--- src/rtl/gdb_target.sv ---
// gdb_target: debug-link bridge between a UART (8N1) and a 16-bit Wishbone bus.
// The host sends byte commands over rx_i. The block performs single Wishbone
// reads and writes as a second bus master, and it answers over tx_o.
//
// Commands:
//   'R' a3 a2 a1 a0        -> read  16 bits at address, reply hi, lo
//   'W' a3 a2 a1 a0 d1 d0  -> write 16 bits at address, reply 'K'
//   'S'                    -> reply 'K'
//   other byte             -> reply '?'
//   A bus cycle that gets no ack within ACK_TIMEOUT cycles replies 'E'.
//
// Ports:
//   clk_i     in   clock, all logic on the rising edge
//   rst_i     in   synchronous reset, active low
//   wb_dat_i  in   [15:0] Wishbone read data
//   wb_dat_o  out  [15:0] Wishbone write data
//   wb_adr_o  out  [31:0] Wishbone byte address
//   wb_sel_o  out  [1:0]  byte selects, always 2'b11
//   wb_we_o   out  write enable
//   wb_cyc_o  out  bus cycle active
//   wb_stb_o  out  strobe
//   wb_ack_i  in   slave acknowledge
//   rx_i      in   UART receive, idle high, asynchronous
//   tx_o      out  UART transmit, idle high
module gdb_target #(
    parameter int CLKS_PER_BIT = 434,
    parameter int ACK_TIMEOUT  = 1024
) (
    input  logic        clk_i,
    input  logic        rst_i,
    input  logic [15:0] wb_dat_i,
    output logic [15:0] wb_dat_o,
    output logic [31:0] wb_adr_o,
    output logic [1:0]  wb_sel_o,
    output logic        wb_we_o,
    output logic        wb_cyc_o,
    output logic        wb_stb_o,
    input  logic        wb_ack_i,
    input  logic        rx_i,
    output logic        tx_o
);

    localparam int CW = $clog2(CLKS_PER_BIT + 1);
    localparam int TW = $clog2(ACK_TIMEOUT + 1);
    localparam logic [CW-1:0] BIT_END = CW'(CLKS_PER_BIT);
    localparam logic [CW-1:0] BIT_MID = CW'(CLKS_PER_BIT / 2);
    localparam logic [TW-1:0] TMO_END = TW'(ACK_TIMEOUT - 1);

    typedef enum logic [2:0] {P_IDLE, P_ADDR, P_DATA, P_BUS, P_REPLY} pstate_t;

    logic          rx_meta, rx_sync, rx_prev, rx_busy, rx_valid;
    logic [3:0]    rx_bit;
    logic [CW-1:0] rx_cnt;
    logic [7:0]    rx_shift;

    logic          tx_busy, tx_start;
    logic [3:0]    tx_bits;
    logic [CW-1:0] tx_cnt;
    logic [9:0]    tx_shift;
    logic [7:0]    tx_byte;

    pstate_t       state, state_n;
    logic          is_write, is_write_n;
    logic [1:0]    byte_cnt, byte_cnt_n, reply_len, reply_len_n;
    logic [31:0]   adr, adr_n;
    logic [15:0]   dat, dat_n, reply_buf, reply_buf_n;
    logic          cyc, cyc_n, stb, stb_n, we, we_n;
    logic [TW-1:0] timer, timer_n;

    assign wb_adr_o = adr;
    assign wb_dat_o = dat;
    assign wb_sel_o = 2'b11;
    assign wb_we_o  = we;
    assign wb_cyc_o = cyc;
    assign wb_stb_o = stb;
    assign tx_o     = tx_shift[0];

    // UART receiver. rx_bit 0 is the start bit and is checked at half a bit to
    // reject glitches. Bits 1..8 are data, LSB first. Bit 9 is the stop bit.
    // An edge detector, rather than a level check, starts a frame, so a low
    // stop bit cannot immediately retrigger the receiver.
    always_ff @(posedge clk_i) begin
        if (!rst_i) begin
            rx_meta  <= 1'b1;
            rx_sync  <= 1'b1;
            rx_prev  <= 1'b1;
            rx_busy  <= 1'b0;
            rx_bit   <= 4'd0;
            rx_cnt   <= '0;
            rx_shift <= 8'h00;
            rx_valid <= 1'b0;
        end else begin
            rx_meta  <= rx_i;
            rx_sync  <= rx_meta;
            rx_prev  <= rx_sync;
            rx_valid <= 1'b0;
            if (!rx_busy) begin
                if (rx_prev && !rx_sync) begin
                    rx_busy <= 1'b1;
                    rx_bit  <= 4'd0;
                    rx_cnt  <= CW'(1);
                end
            end else if ((rx_bit == 4'd0 && rx_cnt == BIT_MID) ||
                         (rx_bit != 4'd0 && rx_cnt == BIT_END)) begin
                rx_cnt <= CW'(1);
                if (rx_bit == 4'd0) begin
                    if (rx_sync) rx_busy <= 1'b0;
                    else         rx_bit  <= 4'd1;
                end else if (rx_bit <= 4'd8) begin
                    rx_shift <= {rx_sync, rx_shift[7:1]};
                    rx_bit   <= rx_bit + 4'd1;
                end else begin
                    rx_busy  <= 1'b0;
                    rx_valid <= rx_sync;
                end
            end else begin
                rx_cnt <= rx_cnt + CW'(1);
            end
        end
    end

    // UART transmitter. The frame {stop, data, start} is shifted out LSB first.
    // The shift register idles at all ones, which holds the line high.
    always_ff @(posedge clk_i) begin
        if (!rst_i) begin
            tx_busy  <= 1'b0;
            tx_bits  <= 4'd0;
            tx_cnt   <= '0;
            tx_shift <= '1;
        end else if (!tx_busy) begin
            if (tx_start) begin
                tx_busy  <= 1'b1;
                tx_shift <= {1'b1, tx_byte, 1'b0};
                tx_bits  <= 4'd0;
                tx_cnt   <= CW'(1);
            end
        end else if (tx_cnt == BIT_END) begin
            tx_cnt <= CW'(1);
            if (tx_bits == 4'd9) begin
                tx_busy  <= 1'b0;
                tx_shift <= '1;
            end else begin
                tx_shift <= {1'b1, tx_shift[9:1]};
                tx_bits  <= tx_bits + 4'd1;
            end
        end else begin
            tx_cnt <= tx_cnt + CW'(1);
        end
    end

    // Parser and bus-master state register.
    always_ff @(posedge clk_i) begin
        if (!rst_i) begin
            state     <= P_IDLE;
            is_write  <= 1'b0;
            byte_cnt  <= 2'd0;
            adr       <= 32'h0;
            dat       <= 16'h0;
            cyc       <= 1'b0;
            stb       <= 1'b0;
            we        <= 1'b0;
            timer     <= '0;
            reply_buf <= 16'h0;
            reply_len <= 2'd0;
        end else begin
            state     <= state_n;
            is_write  <= is_write_n;
            byte_cnt  <= byte_cnt_n;
            adr       <= adr_n;
            dat       <= dat_n;
            cyc       <= cyc_n;
            stb       <= stb_n;
            we        <= we_n;
            timer     <= timer_n;
            reply_buf <= reply_buf_n;
            reply_len <= reply_len_n;
        end
    end

    // Next-state logic. Received bytes are only consumed in IDLE, ADDR and
    // DATA, so anything arriving during BUS or REPLY is dropped. Replies sit
    // in reply_buf with the most significant byte first. reply_len counts
    // the bytes still to hand to the transmitter.
    always_comb begin
        state_n     = state;
        is_write_n  = is_write;
        byte_cnt_n  = byte_cnt;
        adr_n       = adr;
        dat_n       = dat;
        cyc_n       = cyc;
        stb_n       = stb;
        we_n        = we;
        timer_n     = timer;
        reply_buf_n = reply_buf;
        reply_len_n = reply_len;
        tx_start    = 1'b0;
        tx_byte     = reply_buf[15:8];
        case (state)
            P_IDLE: begin
                if (rx_valid) begin
                    byte_cnt_n = 2'd0;
                    case (rx_shift)
                        8'h52: begin state_n = P_ADDR; is_write_n = 1'b0; end
                        8'h57: begin state_n = P_ADDR; is_write_n = 1'b1; end
                        8'h53: begin
                            state_n     = P_REPLY;
                            reply_buf_n = 16'h4B00;
                            reply_len_n = 2'd1;
                        end
                        default: begin
                            state_n     = P_REPLY;
                            reply_buf_n = 16'h3F00;
                            reply_len_n = 2'd1;
                        end
                    endcase
                end
            end
            P_ADDR: begin
                if (rx_valid) begin
                    adr_n      = {adr[23:0], rx_shift};
                    byte_cnt_n = byte_cnt + 2'd1;
                    if (byte_cnt == 2'd3) state_n = is_write ? P_DATA : P_BUS;
                end
            end
            P_DATA: begin
                if (rx_valid) begin
                    dat_n      = {dat[7:0], rx_shift};
                    byte_cnt_n = byte_cnt + 2'd1;
                    if (byte_cnt == 2'd1) begin
                        state_n    = P_BUS;
                        byte_cnt_n = 2'd0;
                    end
                end
            end
            P_BUS: begin
                if (!cyc) begin
                    cyc_n   = 1'b1;
                    stb_n   = 1'b1;
                    we_n    = is_write;
                    timer_n = '0;
                end else if (wb_ack_i) begin
                    cyc_n   = 1'b0;
                    stb_n   = 1'b0;
                    we_n    = 1'b0;
                    state_n = P_REPLY;
                    if (is_write) begin
                        reply_buf_n = 16'h4B00;
                        reply_len_n = 2'd1;
                    end else begin
                        reply_buf_n = wb_dat_i;
                        reply_len_n = 2'd2;
                    end
                end else if (timer == TMO_END) begin
                    cyc_n       = 1'b0;
                    stb_n       = 1'b0;
                    we_n        = 1'b0;
                    state_n     = P_REPLY;
                    reply_buf_n = 16'h4500;
                    reply_len_n = 2'd1;
                end else begin
                    timer_n = timer + TW'(1);
                end
            end
            P_REPLY: begin
                if (!tx_busy) begin
                    if (reply_len != 2'd0) begin
                        tx_start    = 1'b1;
                        reply_buf_n = {reply_buf[7:0], 8'h00};
                        reply_len_n = reply_len - 2'd1;
                    end else begin
                        state_n = P_IDLE;
                    end
                end
            end
            default: state_n = P_IDLE;
        endcase
    end

endmodule

--- config.mk ---
export PLATFORM = sky130hd
export DESIGN_NAME = gdb_target
export DESIGN_NICKNAME = d
export VERILOG_FILES = /design/src/rtl/gdb_target.sv
export SDC_FILE = /design/constraint.sdc
export NUM_CORES = 1
export LEC_CHECK = 0
export ABC_AREA = 1
export ABC_CLOCK_PERIOD_IN_PS = 1600
export CAP_MARGIN = 20
export CELL_PAD_IN_SITES_DETAIL_PLACEMENT = 1
export CELL_PAD_IN_SITES_GLOBAL_PLACEMENT = 2
export CORE_ASPECT_RATIO = 0.5
export CORE_UTILIZATION = 30
export CTS_BUF_LIST = sky130_fd_sc_hd__clkbuf_4
export DETAILED_ROUTE_END_ITERATION = 16
export HOLD_SLACK_MARGIN = 0.15
export PLACE_DENSITY = 0.86
export SYNTH_ARGS = -nofsm -noshare
export SYNTH_HDL_FRONTEND = slang
export SYNTH_SLANG_ARGS = --single-unit
--- constraint.sdc ---
create_clock -name clk_i -period 1.6 [get_ports clk_i]
set_input_delay 0.32 -clock clk_i [delete_from_list [all_inputs] [get_ports clk_i]]
set_output_delay 0.32 -clock clk_i [all_outputs]
set_load 0.005 [all_outputs]
Word-level counts from Yosys, hierarchy flattened
Cells that the tools add are included.
Widths: inputs -> output; s select.
{ "totals": {"reg_bits": 136, "input_bits": 20, "out_inout_bits": 54, "wordCells": 176} }
{ "op_classes": {"n_addsub": 7, "magnitude_cmp": 1, "eq_ne": 33, "mux": 80, "n_bitwise": 4, "reduce_logical": 28} }
{ "ops": {"columns": ["cell", "n"], "rows": [
  ["$mux 16", 7],
  ["$mux 9", 7],
  ["$pmux 16 s3", 1],
  ["$mux 4", 10],
  ["$mux 11", 3],
  ["$mux 3", 11],
  ["$pmux 16 s2", 1],
  ["$mux 10", 3],
  ["$ne 2x2->1 const B", 13],
  ["$eq 8x7->1 const B", 3],
  ["$mux 2", 12],
  ["$mux 1", 21],
  ["$add 9x1->9 const B", 2],
  ["$eq 9x9->1 const B", 2],
  ["$pmux 3 s5", 1],
  ["$pmux 2 s3", 2],
  ["$reduce_and 4->1", 3],
  ["$add 11x1->11 const B", 1],
  ["$eq 11x10->1 const B", 1],
  ["$eq 9x8->1 const B", 1],
  ["$reduce_and 3->1", 3],
  ["$reduce_and 9->1", 1],
  ["$add 4x1->4 const B", 2],
  ["$reduce_and 2->1", 4],
  ["26 further kinds", 38]
]} }

Depth between registers and ports, before layout
Gate-level depths: netlist of run 1.
{ "logic_depth": {"ltp_word": 6, "depth_mapped": 12, "ltp_nobuf": 11} }

Worst setup path before layout of run 1
OpenSTA, ideal clock, no wires.
{ "synth_timing": {"kind": "register to register", "from": "register timer[0]", "to": "register reply_buf[9]", "setup_time_ns": 0.113, "arrival_ns": 1.529, "required_ns": 1.487, "setup_slack_ns": -0.041, "path_stages_with_launch": 12, "n_path_buf": 1, "period_less_slack_ns": 1.641, "path_cell_list": "dfxtp_1 > ha_1 > inv_1 > nor2_4 > nand3_4 > nand3_4 > nand3_4 > nor2_4 > buf_6 > nand2_2 > nand2_1 > nor2_1"} }
{ "synth_between": {"elab_chain_len": 3} }
{ "synth_rtl": {"columns": ["item", "line", "source"], "rows": [
  ["start: declaration", "68", "logic [TW-1:0] timer, timer_n;"],
  ["start signal: assignment", "174", "timer <= timer_n;"],
  ["$eq 11x10->1", "253", "end else if (timer == TMO_END) begin"],
  ["$ne 3x3->1 (no source line)", null, null],
  ["$reduce_and 7->1 (no source line)", null, null],
  ["end signal: assignment", "175", "reply_buf <= reply_buf_n;"],
  ["end: declaration", "66", "logic [15:0] dat, dat_n, reply_buf, reply_buf_n;"]
]} }
Every way passes these cells.
A chain may end at the register's enable or synchronous reset.

Final worst setup path of run 1
{ "layout_timing": {"from": "register timer[0]", "to": "register reply_buf[10]"} }
The elaborated chain is that of the path after synthesis.

==> results.toml, run 1 <==
[critical_path]
path_cells = "ha_4, inv_4, nor2_4, nand3_4, nand3_4, nand3_4, nor2_4, buf_12, clkbuf_16, nand2_4, nand2_2, nor2_1"
worst_path_largest_cell_delay_ns = 0.38
crit_family = "simple AND/OR/NAND/NOR gates"
critPathArrivalTime_ns = 2.09
required_ns = 2.04
crit_type = "reg -> reg"
slowest_stage = "dfxtp_2"
setup.worst_path.start_class = "flop"
crit_top_cell = "nand3_4"
crit_fanout = 6
end_kind = "flop"
critPathBufInv = 3

[yosys]
yosys_warnings = 0
ys_ff_latch = 135
synth_cell_type_count = 37
synth_edf_count = 0
async_flop_share_pct = 0
netlist_area_um2 = 6220
yosysTopAreaCell = "dfxtp_1"
synthCells = 867
synth.avg_cell_area_um2 = 7.18
yosysSeqAreaShare_pct = 43.4
ys.flop_type = "dfxtp_1"
synth_top_area_share_pct = 43.4
ys_top_cells_by_area = "dfxtp_1 43%, nand2_1 10%, nor2_1 9.7%"

[clocking]
clock_latency_ns = 0.53
clkSinkCount = 135
cts_tree = "yes"
path_clk_slew_ns = 0.13
numCtsBuffers = 17
cts_buffer_depth = 2
clock-root-buffer = "clkbuf_4"
htree_levels = 4

[status]
outcome = "finished, violations left"
violations = "setup timing"

[power_and_ir_drop]
clockPowerShare_pct = 26.1
p_per_area_nw_per_um2 = 1040
p_leak_nw = 3.92
switching_share_pct = 35.1
switchingPower_mw = 3.17
intPower_mw = 5.86
combPwrFrac_pct = 31.4
power_mw = 9.03
p_seq_share_pct = 42.4
peakVddDrop_uv = 472

[route]
drc = 0
ant_nets = 0
firstDrtPassIters = 5
drt_iter0_drc = 238
wl_per_cell_um = 14.5
drt_wl_total_um = 18900
vias = 6279
via_per_inst = 4.80

[timing]
whs_ns = 0.346
clock_skew_ns = 0.0214
setup_slack_ns = -0.0506
slew_viol_final = 0
period_needed_ns = 1.65
fmax_ghz = 0.606
rsz0062_at_grt = "true"
setup_violations = 19
period_share_pct = 103
hold_viol = 0

[run]
cap_violations = 0

[placed_design]
pre_cts_ws_ns = -0.210
placement.io_buffers = 71
place_area_um2 = 7660
hpwlAfterDp_um = 12500
gp_congestion = 0.821

[final_layout]
final_common_cell = "nor2_1"
fin_nets = 1062
drive_gt1_share_pct = 29.9
fin_util_pct = 43.5
fillers = 2487
area_delta_synth_final_pct = 39.2
diodes = 0
final_cell_mix = "152 x nor2_1, 142 x nand2_1, 86 x buf_4, 68 x dfxtp_1"
final_area_um2 = 8670

[die]
die-area_um2 = 21400
die-width_um = 206
row_count = 36
coreArea_um2 = 19900
start_util_pct = 31.3
die_h_um = 104
ios = 74

[hold_path]
hold_path_class = "in -> reg"

[grt]
grt_start_max_net_pins = 64
antenna_found_initial = 0
grt_pass1_wl_um = 30800
grt_pass1_vias = 6465
globalRouteOverflowTotal = 0
track_usage_pct = 17.6
## cells by family after synthesis
logic type	share of synthesized area (%)
other	0.0602
buffers and inverters	7.60
adders and majority gates	2.81
xor gates and xnor gates	0.703
DFF	43.4
and+or+nand+nor	30.7
AOI/OAI and AO/OA	14.7
## area by class of cell
cell class	count	area, um^2	share of cell area, %
tap	266	333	3.84
clock buffer	18	135	1.56
clock inverter	14	148	1.70
inverter	74	294	3.39
multi-input combinational	625	3390	39.1
sequential	135	2790	32.2
timing repair buffer	175	1580	18.2
## final timing paths
path | start | slack, ns | cells past startpoint | end
worst max-delay path | timer[0] | -0.05 | 12 | reply_buf[10]
worst min-delay path | rx_i | 0.35 | 2 | rx_meta
worst max register to register | timer[0] | -0.05 | 12 | reply_buf[10]
worst min register to register | rx_meta | 0.43 | 1 | rx_sync
## synth_stat cells, types with 2 or more instances
cell type,instances
a211oi_1,7
a21oi_1,65
a22oi_1,2
and3_1,2
buf_1,2
buf_2,9
buf_4,4
buf_6,5
clkbuf_1,15
dfxtp_1,135
ha_1,14
inv_1,68
inv_2,5
nand2_1,168
nand2_2,14
nand3_1,39
nand3_2,4
nand3_4,3
nand4_1,15
nor2_1,161
nor2_2,3
nor2_4,5
nor3_1,10
nor3b_1,2
o21ai_0,74
o21ai_1,5
o21bai_1,5
o221ai_1,7
o22ai_1,3
or2_2,5
xor2_1,5
## layer usage
layer,up-vias,GRT usage [%],part of all wire (%)
li1,3151,-,-
met1,3017,22.4,48
met2,84,29.7,48
met3,27,3.95,3.0
met4,0,4.71,1.5
met5,-,0,0
## power by group through the flow
stage | clock (mW) | combinational (mW) | sequential, mW
floorplan | 0 | 1.48 | 3.82
global placement | 0 | 2.11 | 3.86
detailed placement | 0 | 2.20 | 3.87
CTS | 2.44 | 2.50 | 3.81
global route | 2.60 | 3.14 | 3.87
finish | 2.36 | 2.84 | 3.83
## repair_timing
action / in CTS / in global routing
gates resized for setup: 134 / 95
hold buffers: 1 / 0
endpoints found under the setup margin: 111 / 77
hold endpoints to repair: 3 / 0
buffers inserted: 28 / 8
gates cloned: 2 / 2
pin swaps: 10 / 30
## flip-flops by register name, summed over array words and instances (netlist names), 2 cells and up
name / flops
tx_cnt: 9
state: 3
tx_bits: 4
wb_dat_o: 16
wb_adr_o: 32
byte_cnt: 2
rx_bit: 4
rx_shift: 8
reply_buf: 16
timer: 11
reply_len: 2
rx_cnt: 9
tx_shift: 9
## through the flow
step | instances | TNS, ns
CTS | 1298 | -0.554
global placement | 1235 | -3.47
finish | 1307 | -0.475
global route | 1307 | -3.90
detailed placement | 1235 | -6.02
floorplan | 868 | 0
(Power assumes the default switching activity.)
==> run 2: changes to the inputs <==
==> constraint.sdc (replaced) <==
create_clock -name clk_i -period 1.6 [get_ports clk_i]
set_input_delay 0.16 -clock clk_i [delete_from_list [all_inputs] [get_ports clk_i]]
set_output_delay 0.16 -clock clk_i [all_outputs]
set_load 0.005 [all_outputs]
==> results.toml, run 2 (synthesis gave the netlist of run 1 again) <==
[route]
via_per_inst = 4.84
ant_nets = 0
drc = 0
highest_layer = "met4"
dr_wl_met3_um = 704
drt_iter0_drc = 178
drt_wl_total_um = 19300
vias = 6297
firstDrtPassIters = 4
wl_met1_um = 9280
wl_per_cell_um = 14.8
wl_met2_um = 9110

[die]
ios = 74
row_count = 36
die_h_um = 104
start_util_pct = 31.3
die-area_um2 = 21400
die-width_um = 206
coreArea_um2 = 19900

[timing]
slew_viol_final = 0
fmax_ghz = 0.607
period_needed_ns = 1.65
hold_viol = 0
setup_violations = 12
clock_skew_ns = 0.0305
period_share_pct = 103
rsz0062_at_grt = "true"
setup_slack_ns = -0.0466
timing.setup.tns_ns = -0.224

[critical_path]
crit_type = "reg -> reg"
crit_fanout = 7
slowest_stage = "dfxtp_4"
crit_family = "simple AND/OR/NAND/NOR gates"
end_kind = "flop"
path_cells = "nand2_2, nor2_4, buf_4, nand2_4, nand3_4, nor2_4, buf_12, buf_4, nor2_1, nor2_2"
required_ns = 2.06
setup.worst_path.start_class = "flop"
critPathArrivalTime_ns = 2.11
worst_path_largest_cell_delay_ns = 0.39
critPathBufInv = 3

[hold_path]
hold_path_class = "in -> reg"

[final_layout]
seqCellArea_um2 = 2790
fin_nets = 1057
fin_util_pct = 43.9
area_delta_synth_final_pct = 40.3
final_common_cell = "nand2_1"
drive_gt1_share_pct = 29.6
largest_reg_flops = 32
multi_input_area_um2 = 3400
fillers = 2480
final_cell_mix = "150 x nand2_1, 145 x nor2_1, 80 x buf_4, 70 x dfxtp_1, 64 x dfxtp_2"

[grt]
grt_start_max_net_pins = 66
track_usage_pct = 18.0
globalRouteOverflowTotal = 0
antenna_found_initial = 1
grt_pass1_wl_um = 31100
grt_pass1_vias = 6311

[placed_design]
gp_congestion = 0.780
hpwlAfterDp_um = 12700
pre_cts_ws_ns = -0.130
placement.io_buffers = 71

[power_and_ir_drop]
peakVddDrop_uv = 408
p_leak_nw = 3.95
p_per_area_nw_per_um2 = 1070

[clocking]
clock_latency_ns = 0.57
numCtsBuffers = 17
path_clk_slew_ns = 0.13
clock-root-buffer = "clkbuf_4"
cts_tree = "yes"
cts_buffer_depth = 2
htree_levels = 4
clkSinkCount = 135

[status]
outcome = "finished, violations left"
violations = "setup timing"

[run]
cap_violations = 0
[run 2: final timing paths]
kind	start	to	slack (ns)	cells after the start
worst min-delay path	wb_dat_i[7]	reply_buf[7]	0.24	5
worst max-delay path	state[0]	reply_buf[10]	-0.05	10
worst min register to register	rx_meta	rx_sync	0.43	1
worst max register to register	state[0]	reply_buf[10]	-0.05	10
[run 2: layout make-up]
class | count | share of cell area (%)
clock buffer | 17 | 1.46
timing repair buffer | 171 | 18.3
inverter | 74 | 3.18
multi-input combinational | 624 | 39.0
tap | 266 | 3.81
antenna | 1 | 0.0287
clock inverter | 14 | 2.28
sequential | 135 | 31.9
[run 2: metrics by stage]
| step | total power [mW] | cell area (um^2) | hold slack, ns | cells |
|---|---|---|---|---|
| floorplan | 5.30 | 6240 | 0.267 | 868 |
| global placement | 5.92 | 7640 | 0.400 | 1232 |
| detailed placement | 6.00 | 7640 | 0.400 | 1232 |
| CTS | 8.79 | 8240 | 0.189 | 1289 |
| global route | 9.90 | 8730 | 0.218 | 1302 |
| finish | 9.33 | 8730 | 0.238 | 1302 |
[run 2: power breakdown]
part | total [mW] | internal (mW) | leakage (nW) | switching (mW)
Combinational | 2.83 | 1.28 | 2.66 | 1.55
Sequential | 3.82 | 3.63 | 1.13 | 0.192
Clock | 2.68 | 1.25 | 0.166 | 1.43
[run 2: worst min-delay path, delay by kind of cell]
family,cells,cell delay (ns)
buffers and inverters,1,0.40
and+or+nand+nor,4,0.21
[run 2: routing by layer]
metal | GRT usage [%] | vias up
li1 | - | 3143
met1 | 23.5 | 3043
met2 | 29.4 | 90
met3 | 4.54 | 21
met4 | 4.97 | 0
met5 | 0 | -
[run 2: repair_timing]
item	CTS	global route
setup buffers	23	7
resized for setup	122	104
pin swaps	8	20
hold buffers	2	0
cloned	1	5
setup endpoints to repair	102	105
endpoints found under the hold margin	104	0
==> run 3: changes to the inputs <==
--- a/config.mk
+++ b/config.mk
@@ -16,6 +16,7 @@
 export DETAILED_ROUTE_END_ITERATION = 16
 export HOLD_SLACK_MARGIN = 0.15
 export PLACE_DENSITY = 0.86
+export SLEW_MARGIN = 20
 export SYNTH_ARGS = -nofsm -noshare
 export SYNTH_HDL_FRONTEND = slang
 export SYNTH_SLANG_ARGS = --single-unit
==> results of run 3 <==
Final layout, timing and power as in run 2 (identical DEF).
